## config.mk

```make
export PLATFORM = sky130hd
export DESIGN_NAME = ram_rd_unpack
export DESIGN_NICKNAME = d
export VERILOG_FILES = /design/src/rtl/ram_rd_unpack_pkg.sv /design/src/rtl/ram_rd_unpack_lane_fifo.sv /design/src/rtl/ram_rd_unpack.sv
export SDC_FILE = /design/constraint.sdc
export NUM_CORES = 1
export LEC_CHECK = 0
export ABC_AREA = 1
export BUFFER_PORTS_ARGS = -buffer_cell sky130_fd_sc_hd__buf_2
export CORE_ASPECT_RATIO = 1.75
export CORE_MARGIN = 5
export CORE_UTILIZATION = 60
export CTS_CLUSTER_SIZE = 10
export DETAILED_ROUTE_END_ITERATION = 12
export HOLD_SLACK_MARGIN = 0.03
export PLACE_DENSITY = 0.78
export SYNTH_ARGS = -nofsm -noshare
export SYNTH_HDL_FRONTEND = slang
export SYNTH_SLANG_ARGS = --single-unit
```

## constraint.sdc

```tcl
create_clock -name clk -period 2.8 [get_ports clk]
set_clock_uncertainty 0.2 [all_clocks]
set_input_delay 0.14 -clock clk [delete_from_list [all_inputs] [get_ports clk]]
set_output_delay 0.14 -clock clk [all_outputs]
set_load 0.02 [all_outputs]
```

## src/rtl/ram_rd_unpack_pkg.sv

```systemverilog
// Shared constants for the sample RAM read path. Lane and word widths must match
// the ping-pong buffer's 16-bit write side and 64-bit read side.
package ram_rd_unpack_pkg;

  localparam int SAMPLE_W  = 16;
  localparam int LANES     = 4;
  localparam int WORD_W    = SAMPLE_W * LANES;
  localparam int BLK_WORDS = 4096;

  localparam int RAM_WR_W  = 16;
  localparam int RAM_RD_W  = 64;

  typedef enum logic [1:0] {
    ST_IDLE  = 2'd0,
    ST_RUN   = 2'd1,
    ST_DRAIN = 2'd2
  } rd_state_e;

endpackage

```

## src/rtl/ram_rd_unpack_lane_fifo.sv

```systemverilog
// Per-lane synchronous FIFO with an occupancy count; the head is shown
// combinationally and forced to zero while empty.
module lane_fifo
  import ram_rd_unpack_pkg::*;
#(
  parameter int W     = SAMPLE_W,
  parameter int DEPTH = 8,
  parameter int CNT_W = $clog2(DEPTH + 1)
) (
  input  logic             clk,
  input  logic             reset,
  input  logic             push,
  input  logic [W-1:0]     wdata,
  input  logic             pop_req,
  output logic [W-1:0]     rdata,
  output logic             valid,
  output logic [CNT_W-1:0] count,
  output logic             ovf
);

  localparam int AW = $clog2(DEPTH);

  logic [W-1:0]  mem [DEPTH];
  logic [AW-1:0] wr_ptr, rd_ptr;
  logic          full, pop, wr_ok;

  assign valid = (count != '0);
  assign full  = (count == CNT_W'(DEPTH));
  assign pop   = pop_req & valid;
  // A pop frees the slot first, so a push into a full FIFO is fine when popping.
  assign wr_ok = push & (~full | pop);
  assign ovf   = push & ~wr_ok;
  assign rdata = valid ? mem[rd_ptr] : '0;

  always_ff @(posedge clk or posedge reset) begin
    if (reset) begin
      wr_ptr <= '0;
      rd_ptr <= '0;
      count  <= '0;
    end else begin
      if (wr_ok) wr_ptr <= wr_ptr + 1'b1;
      if (pop)   rd_ptr <= rd_ptr + 1'b1;
      unique case ({wr_ok, pop})
        2'b10:   count <= count + 1'b1;
        2'b01:   count <= count - 1'b1;
        default: count <= count;
      endcase
    end
  end

  always_ff @(posedge clk) begin
    if (wr_ok) mem[wr_ptr] <= wdata;
  end

endmodule

```

## src/rtl/ram_rd_unpack.sv

```systemverilog
// Reads 64-bit words from the ping-pong sample RAM, splits each into four 16-bit
// lane samples and tracks half-buffer (block) boundaries.
module ram_rd_unpack #(
  parameter int FIFO_DEPTH = 8,
  parameter int RD_LAT     = 1,
  parameter int BLK_WORDS  = ram_rd_unpack_pkg::BLK_WORDS
) (
  input  logic                                 clk,
  input  logic                                 reset,
  input  logic                                 en,
  output logic                                 r_o_vaild,
  input  logic                                 r_o_ready,
  input  logic [ram_rd_unpack_pkg::WORD_W-1:0] rdata,
  output logic [ram_rd_unpack_pkg::WORD_W-1:0] lane_data,
  output logic [ram_rd_unpack_pkg::LANES-1:0]  lane_valid,
  input  logic [ram_rd_unpack_pkg::LANES-1:0]  lane_ready,
  output logic                                 blk_done,
  output logic                                 busy,
  output logic                                 ovf_err
);

  import ram_rd_unpack_pkg::*;

  localparam int CW = $clog2(FIFO_DEPTH + 1);
  localparam int BW = $clog2(BLK_WORDS);
  localparam int IW = $clog2(RD_LAT + 1);

  rd_state_e                     state, state_nxt;
  logic [BW-1:0]                 word_cnt;
  logic [RD_LAT:1]               vld_pipe, last_pipe;
  logic [IW-1:0]                 inflight;
  logic                          credit_ok, fire, push, blk_last;
  logic [LANES-1:0][CW-1:0]      lane_cnt;
  logic [LANES-1:0]              lane_ovf;

  assign fire     = r_o_vaild & r_o_ready;
  assign blk_last = (word_cnt == BW'(BLK_WORDS - 1));
  assign push     = vld_pipe[RD_LAT];
  assign blk_done = push & last_pipe[RD_LAT];

  always_comb begin
    inflight = '0;
    for (int k = 1; k <= RD_LAT; k++) inflight = inflight + IW'(vld_pipe[k]);
  end

  // Reserve a slot for every word already in flight; the fullest lane decides.
  always_comb begin
    credit_ok = 1'b1;
    for (int i = 0; i < LANES; i++) begin
      if (int'(lane_cnt[i]) + int'(inflight) + 1 > FIFO_DEPTH) credit_ok = 1'b0;
    end
  end

  always_comb begin
    state_nxt = state;
    r_o_vaild = 1'b0;
    busy      = (state != ST_IDLE);
    unique case (state)
      ST_IDLE:  if (en) state_nxt = ST_RUN;
      ST_RUN: begin
        r_o_vaild = en & credit_ok;
        if (!en) state_nxt = ST_DRAIN;
      end
      ST_DRAIN: if (inflight == '0) state_nxt = en ? ST_RUN : ST_IDLE;
      default:  state_nxt = ST_IDLE;
    endcase
  end

  always_ff @(posedge clk or posedge reset) begin
    if (reset) begin
      state     <= ST_IDLE;
      word_cnt  <= '0;
      vld_pipe  <= '0;
      last_pipe <= '0;
      ovf_err   <= 1'b0;
    end else begin
      state        <= state_nxt;
      // Block position survives pauses; only reset rewinds it.
      if (fire) word_cnt <= word_cnt + 1'b1;
      vld_pipe[1]  <= fire;
      last_pipe[1] <= fire & blk_last;
      for (int k = 2; k <= RD_LAT; k++) begin
        vld_pipe[k]  <= vld_pipe[k-1];
        last_pipe[k] <= last_pipe[k-1];
      end
      if (|lane_ovf) ovf_err <= 1'b1;
    end
  end

  for (genvar i = 0; i < LANES; i++) begin : g_lane
    lane_fifo #(
      .W     (SAMPLE_W),
      .DEPTH (FIFO_DEPTH),
      .CNT_W (CW)
    ) u_fifo (
      .clk     (clk),
      .reset   (reset),
      .push    (push),
      .wdata   (rdata[i*SAMPLE_W +: SAMPLE_W]),
      .pop_req (lane_ready[i]),
      .rdata   (lane_data[i*SAMPLE_W +: SAMPLE_W]),
      .valid   (lane_valid[i]),
      .count   (lane_cnt[i]),
      .ovf     (lane_ovf[i])
    );
  end

endmodule

```

==> summary.json <==
{
  "die": {
    "die_x_um": 160,
    "die-area_um2": 43700,
    "chipHeight_um": 273,
    "row_count": 96,
    "num_io_pins": 144,
    "initial_core_util": 0.604,
    "design.core.area_um2": 39200
  },
  "cells_and_area": {
    "finalNetCount": 2360,
    "n_fill_cell": 2501,
    "most-common-layout-cells": "nor2_1 (564), edfxtp_1 (512), o21ai_1 (253)",
    "final_core_occ": 0.715,
    "area.growth.synth_to_final_pct": 18.3,
    "final_common_cell": "nor2_1",
    "post-route-cell-area_um2": 28000,
    "drive_gt1_frac": 0.159
  },
  "synthesis": {
    "synth-xor-area-share": 0.0122,
    "post_synth_fa_ha_maj_area_fraction": 0.0187,
    "synth.yosys.seq_area_share": 0.710,
    "combinational_family_with_the_most_area_after_synthesis": "simple AND/OR/NAND/NOR gates",
    "post_synthesis_compound_gate_area_fraction": 0.0973,
    "synthMuxAreaShare": 0,
    "syn-mean-instance-area_um2": 11.9,
    "synth_warnings": 0,
    "synth_cell_type_count": 32,
    "postSynthNetCount": 2093,
    "synthesis.area_um2": 23700,
    "synth_instances": 1988,
    "synth.ff_latch_count": 569,
    "yosys.area_share.simple": 0.128
  },
  "sta": {
    "timing.final.max_slew_violations": 0,
    "fin_crit_sh": 0.965,
    "final-hold-violation-count": 0,
    "post-route-min-period_ns": 2.70,
    "pin_slew_with_the_least_headroom_to_its_limit_ns": 0.685,
    "max_slew_margin": 0.543,
    "setup-tns-final_ns": 0,
    "finalSetupViolations": 0,
    "fmax_mhz": 370
  },
  "drt": {
    "first_pass_iters": 5,
    "antenna_viol_nets_final": 0,
    "viasPerCell": 5.87,
    "totalWireLength_mm": 54.9,
    "drcViolationCount": 0,
    "drt_iter0_drc": 1298,
    "detail_route.wl_per_cell_um": 19.7,
    "route.vias.total": 16357
  },
  "clock_network": {
    "clock_buffer_count_from_cts": 66,
    "clock_sinks": 569,
    "cts_tree": "built",
    "clkTransAtPathRegs_ns": 0.05,
    "h-tree-depth": 3,
    "clk_path_buf_depth": 3,
    "clockRootBuffer": "clkbuf_16",
    "clock_insertion_delay_worst_skew_ns": 0.57
  },
  "worst_setup_path": {
    "timing.critical_path.from_type": "flop",
    "regToRegEndpoint": "g_lane[0].u_fifo.count[3]",
    "cp_slowest_stage_delay_ns": 0.59,
    "timing.critical_path.slowest_stage_cell": "dfrtp_4",
    "worstPathBufferInverterCount": 3,
    "cp.arrival_ns": 2.36,
    "reg2reg_from": "g_lane[0].u_fifo.count[0]",
    "cpLargestDelayFamily": "buffers and inverters",
    "worst_setup_slack_for_register_to_register_paths_ns": 0.25,
    "worstPathRequired_ns": 2.46,
    "endpoint_kind": "output pin",
    "critical_path.cell_chain": "inv_6 > buf_12 > nor2_1 > o32ai_1 > nor2_1 > nor2_1 > buf_2",
    "worst_r2r_path_depth": 12,
    "crit_top_cell": "nor2_1",
    "setup.worst_path.class": "reg2out",
    "cp_max_fo": 33
  },
  "worst_hold_path": {
    "worst_hold_path_type": "in2async"
  },
  "run": {
    "cap_viol_max_count": 0
  },
  "placed_design": {
    "io_buffers": 143,
    "dp_hpwl_mm": 32.5,
    "finalWeightedCongestion": 0.840,
    "post_dp_cell_area_um2": 25300
  },
  "pwr": {
    "leakage_nw": 10.3,
    "vdd.ir_drop.worst_v": 0.000873,
    "cellPowerDensity_nw_per_um2": 1020
  },
  "grt": {
    "grt_overflow_total": 0,
    "grt.total_usage": 0.249,
    "grt_start_max_net_pins": 66,
    "first_pass_grt_wire_length_mm": 87.0,
    "antenna_found_initial": 2,
    "vias_in_the_first_global_route": 16894
  },
  "run_status": {
    "status": "finished, final reports clean"
  }
}
Yosys cell counts, drive strengths merged:
master,count,area (um^2)
ha,29,363
o21bai,1,7.51
fa,4,80.1
xor2,26,228
dfrtp,57,1430
nor3,3,15.0
nand2,126,478
clkbuf,32,124
xnor2,7,61.3
nand3,50,303
or2,4,25.0
inv,74,278
a21oi,9,45.0
a21o,1,7.51
nand4,6,37.5
buf,76,394
o21ai,336,1680
o32ai,64,561
edfxtp,512,15400
nor2,571,2180
state kept, by name, summed over array words and instances, names as in the netlist:
name and count:
word_cnt 12, g_lane.u_fifo.rd_ptr 12, g_lane.u_fifo.count 16, g_lane.u_fifo.wr_ptr 12
state 2, last_pipe 1, g_lane.u_fifo.mem 512, push 1
ovf_err 1
cell type report:
cell class / count / area, um^2 / area share
well taps: 490 / 613 / 0.0219
repair buffers: 307 / 2280 / 0.0816
multi-input cells: 1237 / 6100 / 0.218
flip-flops and latches: 569 / 16800 / 0.601
clock buffers: 103 / 1830 / 0.0655
diodes: 2 / 5.00 / 0.000179
inverters: 74 / 287 / 0.0102
clock inverters: 5 / 66.3 / 0.00237
kinds of logic after synthesis:
kind of cell	count (synthesis)
adder cells (fa/ha/maj)	33
AND/OR/NAND/NOR	760
AO/OA/AOI/OAI	411
flip-flops	569
buffers and inverters	182
XOR/XNOR	33
power by group:
| part | internal (mW) | switching (mW) | total (mW) | leakage (nW) |
|---|---|---|---|---|
| Clock | 4.49 | 3.12 | 7.61 | 0.909 |
| Sequential | 9.64 | 0.613 | 10.2 | 5.29 |
| Combinational | 3.71 | 6.99 | 10.7 | 4.09 |
metrics by stage:
stage	total power, mW	cells	setup slack, ns	hold WS (ns)
2_1_floorplan	17.5	1988	0.439	0.0360
3_3_place_gp	20.2	2598	0.427	0.114
3_5_place_dp	20.7	2598	0.339	0.123
4_1_cts	28.4	2778	0.00466	0.0626
5_1_grt	30.2	2787	-0.0212	0.127
6_report	28.6	2787	0.0970	0.0521
worst min-delay path: cells and delay by family:
family / cells / cell delay [ns]
buf+inv: 3 / 1.17
worst max-delay path by stage:
stage | from | endpoint | slack [ns] | cells after the start
floorplan | g_lane[0].u_fifo.count[1] | g_lane[0].u_fifo.count[3] | 0.44 | 11
global placement | push | r_o_vaild | 0.43 | 12
detailed placement | g_lane[1].u_fifo.count[1] | g_lane[1].u_fifo.count[3] | 0.34 | 10
CTS | g_lane[2].u_fifo.rd_ptr[1] | lane_data[32] | 0.005 | 6
global route | g_lane[0].u_fifo.rd_ptr[0] | lane_data[13] | -0.02 | 7
finish | g_lane[0].u_fifo.rd_ptr[0] | lane_data[0] | 0.1 | 7
routing by layer:
layer | global-route usage | up-vias | share of wire
met3 | 0.0406 | 130 | 0.068
met1 | 0.287 | 7980 | 0.36
met5 | 0 | - | 0
li1 | - | 7548 | -
met4 | 0.106 | 0 | 0.031
met2 | 0.458 | 699 | 0.54
timing repair:
| item | 4_1_cts | 5_1_grt |
|---|---|---|
| pin swaps | 1 | 1 |
| hold buffers | 71 | 0 |
| setup endpoints to repair | 8 | 23 |
| buffers inserted | 1 | 6 |
| hold endpoints to repair | 608 | 0 |
| cloned | 0 | 1 |
| gates resized for setup | 4 | 19 |
Note: power is estimated with default switching activity, not from simulation.
